## config.mk

```make
export PLATFORM = sky130hd
export DESIGN_NAME = serdes_serializer
export DESIGN_NICKNAME = d
export VERILOG_FILES = /design/src/rtl/serdes_serializer.sv
export SDC_FILE = /design/constraint.sdc
export NUM_CORES = 1
export LEC_CHECK = 0
export BUFFER_PORTS_ARGS = -buffer_cell sky130_fd_sc_hd__buf_4
export CAP_MARGIN = 20
export CORE_ASPECT_RATIO = 0.6
export CORE_MARGIN = 1
export CORE_UTILIZATION = 29
export CTS_CLUSTER_DIAMETER = 50
export DETAILED_ROUTE_END_ITERATION = 16
export PLACE_DENSITY = 0.54
export SYNTH_ARGS = -nofsm -noshare
export SYNTH_HDL_FRONTEND = slang
export SYNTH_SLANG_ARGS = --single-unit
```

## constraint.sdc

```tcl
create_clock -name clk -period 1.8 [get_ports clk]
set_input_delay 0.27 -clock clk [delete_from_list [all_inputs] [get_ports clk]]
set_output_delay 0.27 -clock clk [all_outputs]
set_load 0.02 [all_outputs]
```

## src/rtl/serdes_serializer.sv

```systemverilog
// rtl/serdes_serializer.sv - frame-to-word serializer; SERDES_SERIALIZER_LAST_EN adds send_last
// Loads one N_SAMPLES-word frame and emits it word 0 first, one word per send handshake.
module serdes_serializer #(
  parameter int N_SAMPLES = 8,
  parameter int BIT_WIDTH = 32
) (
  input  logic                 clk,
  input  logic                 reset,
  input  logic                 recv_val,
  output logic                 recv_rdy,
  input  logic [BIT_WIDTH-1:0] recv_msg [N_SAMPLES],
  output logic                 send_val,
  input  logic                 send_rdy,
`ifdef SERDES_SERIALIZER_LAST_EN
  output logic                 send_last,
`endif
  output logic [BIT_WIDTH-1:0] send_msg
);

  generate
    if (N_SAMPLES == 1) begin : g_wire
      logic unused_clk_reset;
      assign unused_clk_reset = &{1'b0, clk, reset};
      assign recv_rdy = send_rdy;
      assign send_val = recv_val;
      assign send_msg = recv_msg[0];
`ifdef SERDES_SERIALIZER_LAST_EN
      assign send_last = recv_val;
`endif
    end else begin : g_ser
      localparam int CW = $clog2(N_SAMPLES);
      localparam logic [0:0] IDLE = 1'b0;
      localparam logic [0:0] BUSY = 1'b1;

      logic [0:0]           state;
      logic [CW-1:0]        cnt;
      logic [BIT_WIDTH-1:0] frame_buf [N_SAMPLES];
      logic                 at_last;
      logic                 load;

      assign at_last  = (cnt == CW'(N_SAMPLES - 1));
      // Accepting a new frame on the last word's handshake keeps the link bubble-free.
      assign recv_rdy = (state == IDLE) || (at_last && send_rdy);
      assign send_val = (state == BUSY);
      assign send_msg = frame_buf[cnt];
      assign load     = recv_val && recv_rdy;
`ifdef SERDES_SERIALIZER_LAST_EN
      assign send_last = send_val && at_last;
`endif

      always_ff @(posedge clk) begin
        if (reset) begin
          state <= IDLE;
          cnt   <= '0;
          for (int i = 0; i < N_SAMPLES; i++) frame_buf[i] <= '0;
        end else if (load) begin
          frame_buf <= recv_msg;
          cnt       <= '0;
          state     <= BUSY;
        end else if (state == BUSY && send_rdy) begin
          // Explicit clear at the last word keeps non-power-of-two frames in range.
          if (at_last) begin
            cnt   <= '0;
            state <= IDLE;
          end else begin
            cnt <= cnt + CW'(1);
          end
        end
      end
    end
  endgenerate

endmodule

```

Word-level counts from Yosys, hierarchy flattened
Cells that the tools add are included.
{"block": "op_classes", "add_sub_neg": 1, "n_lt_le_gt_ge": 1, "eq_ne": 1, "mux": 7, "bitwise": 2, "n_reduce_logical": 8}
{"cell": "$bmux 32 s3", "count": 1}
{"cell": "$mux 32", "count": 2}
{"cell": "$ge 4x4->1 const B", "count": 1}
{"cell": "$not 3->4", "count": 1}
{"cell": "$reduce_bool 2->1", "count": 2}
{"cell": "$add 3x1->3 const B", "count": 1}
{"cell": "$eq 3x3->1 const B", "count": 1}
{"cell": "$logic_and 1x1->1", "count": 3}
{"cell": "$mux 1", "count": 3}
{"cell": "$mux 3", "count": 1}
{"cell": "$reduce_and 2->1", "count": 1}
{"cell": "$reduce_or 2->1", "count": 1}
{"cell": "$logic_or 1x1->1", "count": 1}
{"cell": "$not 1->1", "count": 1}
{"block": "word_totals", "register_bits": 260, "input_bits": 260, "out_inout_bits": 34, "wordCells": 30}

Logic depth before layout (Yosys ltp)
{"block": "depth", "word_depth": 6, "depth_mapped": 7}

Worst setup path after synthesis
Ideal clock, no wire load.
{"block": "synth_path", "path_type": "flip-flop to output port", "startpoint": "register g_ser.cnt[0]", "endpoint": "output send_msg[0]", "t_arrival_ns": 1.561, "path_slack_ns": -0.031, "path_stages_with_launch": 5, "cell_sequence": "dfxtp_1 -> buf_6 -> buf_2 -> mux4_2 -> mux2_2"}
{"block": "synth_via", "elab_chain_cells": 4}
{"element": "start: declaration", "line_no": "36", "rtl": "logic [CW-1:0] cnt;"}
{"element": "start signal: assignment", "line_no": "66", "rtl": "cnt <= cnt + CW'(1);"}
{"element": "$not 3->4 (not written as such)", "line_no": "45", "rtl": "assign send_msg = frame_buf[cnt];"}
{"element": "$bmux 32 s3", "line_no": "45"}
{"element": "$mux 32 (not written as such) (2 in a row)", "line_no": "45"}
{"element": "end: declaration", "line_no": "17", "rtl": "output logic [BIT_WIDTH-1:0] send_msg"}
Every way passes these cells. The select of a mux whose other input is x is not followed.

Final worst setup path
{"block": "layout_path", "startpoint": "register g_ser.cnt[0]", "endpoint": "output send_msg[28]"}
The elaborated chain is that of the path after synthesis.

==> impl_metrics.prom <==
# TYPE chip_impl_metric gauge
chip_impl_metric{name="route.detailed.wl_per_inst",unit="microns"} 20.9
chip_impl_metric{name="route.vias.total",unit=""} 12900
chip_impl_metric{name="dpl_worst_slack",unit="ns"} -0.337
chip_impl_metric{name="simple_gate_fraction_of_synth_area",unit="%"} 16.0
chip_impl_metric{name="relSlewSlack",unit="%"} 56.8
chip_impl_info{name="cts_tree",value="built"} 1
chip_impl_metric{name="cellLeakagePower",unit="nW"} 8.29
chip_impl_info{name="grt_setup_unrepaired",value="yes"} 1
chip_impl_metric{name="cts.reportedPaths.clkPinSlew",unit="ns"} 0.07
chip_impl_metric{name="synthToLayoutAreaGrowth",unit="%"} 79.5
chip_impl_metric{name="layout_worst_path_cycle_share",unit="%"} 141
chip_impl_metric{name="initial_antenna_violation_count",unit=""} 5
chip_impl_metric{name="maximum_capacitance_violations",unit=""} 0
chip_impl_metric{name="die_width",unit="microns"} 268
chip_impl_metric{name="report.final.hold_viol_count",unit=""} 0
chip_impl_metric{name="post_synth_instance_area",unit="sq um"} 12300
chip_impl_info{name="worst_setup_path_start_kind",value="flip-flop"} 1
chip_impl_metric{name="synth_fa_ha_area_share",unit="%"} 0.203
chip_impl_metric{name="routed_vias_inst",unit=""} 5.20
chip_impl_info{name="largest_family_of_logic_cells_by_synthesized_area",value="compound AO/OA/AOI/OAI gates"} 1
chip_impl_metric{name="groute.usage.overall",unit="%"} 21.2
chip_impl_metric{name="yosysWarningCount",unit=""} 0
chip_impl_metric{name="synthesis.nets",unit=""} 1564
chip_impl_metric{name="synthXorXnorAreaFrac",unit="%"} 0
chip_impl_metric{name="pin_count_of_the_biggest_net_entering_global_routing",unit=""} 132
chip_impl_metric{name="synthDistinctLibCells",unit=""} 28
chip_impl_metric{name="drc",unit=""} 0
chip_impl_metric{name="ioPinCount",unit=""} 294
chip_impl_metric{name="compound_gate_fraction_of_synth_area",unit="%"} 21.2
chip_impl_metric{name="average_cell_area_after_synthesis",unit="sq um"} 9.45
chip_impl_metric{name="final_layout_size_suffix_gt1_share",unit="%"} 38.7
chip_impl_metric{name="peakVddDrop",unit="V"} 0.000513
chip_impl_info{name="failing_checks",value="negative setup slack"} 1
chip_impl_metric{name="fp.coreArea",unit="sq um"} 41900
chip_impl_metric{name="worst-r2r-cell-count",unit=""} 12
chip_impl_metric{name="max-clock-path-buffers",unit=""} 3
chip_impl_metric{name="initial_util",unit="%"} 29.4
chip_impl_metric{name="timing.final.max_slew_violations",unit=""} 0
chip_impl_metric{name="synth-seq-area-share",unit="%"} 42.3
chip_impl_metric{name="layout.filler_cells",unit=""} 3586
chip_impl_info{name="result_of_the_run",value="complete, but fails checks"} 1
chip_impl_metric{name="grt_pass1_vias",unit=""} 12400
chip_impl_metric{name="tightest_hold_margin",unit="ns"} 0.0157
chip_impl_info{name="sort_of_element_at_the_end_of_the_critical_path",value="output port"} 1
chip_impl_metric{name="dieArea",unit="sq um"} 43300
chip_impl_metric{name="route.antenna.remaining_nets",unit=""} 0
chip_impl_info{name="root_buffer",value="clkbuf_16"} 1
chip_impl_metric{name="max_freq",unit="MHz"} 395
chip_impl_metric{name="setup_slack",unit="ns"} -0.734
chip_impl_metric{name="grt_first_pass_wirelength",unit="mm"} 71.4
chip_impl_metric{name="htree_levels",unit=""} 1
chip_impl_metric{name="finalClockSkew",unit="ns"} 0.00986
chip_impl_metric{name="power_per_cell_area",unit="nW/um^2"} 742
chip_impl_metric{name="min_delay_path_depth",unit=""} 3
chip_impl_metric{name="tightest_slew",unit="ns"} 0.647
chip_impl_metric{name="floorplan.die.height",unit="microns"} 162
chip_impl_metric{name="netlist_instances",unit=""} 1302
chip_impl_metric{name="final_setup_vio_count",unit=""} 291
chip_impl_metric{name="total_power",unit="mW"} 16.4
chip_impl_metric{name="final.min_clock_period",unit="ns"} 2.53
chip_impl_metric{name="port-buffer-count",unit=""} 293
chip_impl_metric{name="detailedPlacementHpwl",unit="mm"} 28.9
chip_impl_metric{name="worst-endpoint-required",unit="ns"} 1.53
chip_impl_metric{name="cts_sinks",unit=""} 260
chip_impl_metric{name="grt_overflow",unit=""} 0
chip_impl_metric{name="timing.critical_path.fanout_max",unit=""} 5
chip_impl_metric{name="globalplace.congestion",unit=""} 0.815
chip_impl_metric{name="critical_path_arrival",unit="ns"} 2.26
chip_impl_metric{name="final_nets",unit=""} 2149
chip_impl_metric{name="clkLatencyLatePin",unit="ns"} 0.57
chip_impl_metric{name="detail_route.first_pass.iterations",unit=""} 5
chip_impl_info{name="tightest_hold_check_type",value="input pin to flip-flop"} 1
chip_impl_metric{name="muxShareOfSynthArea",unit="%"} 14.9
chip_impl_metric{name="drt_iter0_drc",unit=""} 1113
chip_impl_metric{name="cts-buffers-inserted",unit=""} 28
chip_impl_metric{name="flip_flop_and_latch_count_after_synthesis",unit=""} 260
chip_impl_metric{name="std_cell_rows",unit=""} 58
chip_impl_metric{name="finalWirelength",unit="mm"} 51.8
chip_impl_info{name="timing_worst_setup_path_type",value="flip-flop to output port"} 1
==> final cells by class <==
type / count / area [sq um] / area share [%]
Clock inverter: 17 / 211 / 0.957
Clock buffer: 35 / 778 / 3.52
Tap cell: 570 / 713 / 3.23
Sequential cell: 260 / 5210 / 23.6
Timing Repair Buffer: 716 / 8200 / 37.1
Multi-Input combinational cell: 879 / 6940 / 31.4
Inverter: 2 / 17.5 / 0.0793
Antenna cell: 7 / 17.5 / 0.0793
==> layer usage <==
layer | part of all wire (%) | global-route usage (%)
met4 | 2.7 | 6.42
met2 | 49 | 36.2
met5 | 0.029 | 0
met3 | 5.1 | 3.58
met1 | 43 | 27.3
==> flip-flops by register name, indices dropped and copies added (netlist names) <==
signal,cells
g_ser.cnt,3
g_ser.frame_buf,256
send_val,1
==> placed cells by master (no fill, tap or decap), types with 4 or more instances in the layout <==
master / synthesis / layout
o21ai_2: 0 / 43
diode_2: 0 / 7
nand3b_1: 256 / 256
mux2_2: 27 / 4
o21ai_0: 255 / 129
buf_8: 1 / 30
buf_6: 2 / 51
o21ai_1: 1 / 81
dlygate4sd3_1: 0 / 230
clkinv_2: 0 / 6
clkbuf_16: 0 / 77
buf_16: 0 / 14
a21oi_1: 259 / 208
bufinv_16: 0 / 4
mux4_2: 64 / 64
clkbuf_8: 0 / 5
buf_12: 1 / 56
buf_4: 2 / 285
mux2_4: 5 / 28
dfxtp_1: 260 / 257
a21oi_2: 0 / 51
inv_6: 0 / 5
==> synth_stat cells <==
cell type | instances | area share [%]
dfxtp_1 | 260 | 42
a21oi_1 | 259 | 11
nand3b_1 | 256 | 16
o21ai_0 | 255 | 10
clkbuf_1 | 113 | 3.4
mux4_2 | 64 | 12
buf_1 | 29 | 0.88
mux2_2 | 27 | 2.5
buf_2 | 12 | 0.49
mux2_4 | 5 | 0.61
buf_4 | 2 | 0.12
buf_6 | 2 | 0.18
ha_1 | 2 | 0.20
nor3_1 | 2 | 0.081
a21boi_4 | 1 | 0.15
a311oi_1 | 1 | 0.071
and4b_1 | 1 | 0.081
buf_12 | 1 | 0.16
buf_8 | 1 | 0.12
clkbuf_2 | 1 | 0.041
inv_1 | 1 | 0.030
inv_2 | 1 | 0.030
mux2i_1 | 1 | 0.081
nand2_1 | 1 | 0.030
nand2b_1 | 1 | 0.051
nor2_1 | 1 | 0.030
o21ai_1 | 1 | 0.041
or3b_1 | 1 | 0.071
==> worst max-delay path, cell delays in order (launching register included) <==
cell	delay (ns)
dfxtp_4	0.40
buf_6	0.15
buf_12	0.13
buf_6	0.10
mux4_2	0.50
mux2_4	0.29
buf_6	0.13
==> power by group <==
group	switching [mW]	total (mW)	internal, mW
combinational	1.56	3.84	2.28
clock	2.62	6.29	3.67
sequential	0.187	6.27	6.08
==> stage by stage <==
stage	area (sq um)	cells	utilization (%)	TNS [ns]
after floorplan	12300	1302	-	0
after global placement	15500	2076	36.9	-70.14
after detailed placement	15500	2076	36.9	-75.69
after CTS	20200	2412	48.2	-101.47
after global routing	22100	2483	52.7	-140.48
final	22100	2486	52.8	-121.53
==> cell families (layout without fill, tap and decap cells) <==
group | count (synthesis) | in the layout
compound gates | 517 | 517
fa+ha+maj | 2 | 2
buf+inv | 163 | 770
flops | 260 | 260
mux | 97 | 97
other cells | 0 | 7
simple gates | 263 | 263
==> final timing paths <==
| check | endpoint | slack [ns] | from |
|---|---|---|---|
| setup / recovery | send_msg[28] | -0.73 | g_ser.cnt[0] |
| hold / removal | g_ser.frame_buf[146] | 0.02 | recv_msg[146] |
| setup reg to reg | g_ser.frame_buf[73] | -0.47 | g_ser.cnt[1] |
| hold reg to reg | g_ser.frame_buf[91] | 0.46 | g_ser.frame_buf[91] |
==> repair_timing <==
action	4_1_cts	5_1_grt
cloned	21	55
endpoints found under the hold margin	230	0
resized for setup	131	290
setup endpoints to repair	293	291
setup buffers	33	30
hold buffers	230	0
pin swaps	25	145
Note: power is estimated with default switching activity, not from simulation.
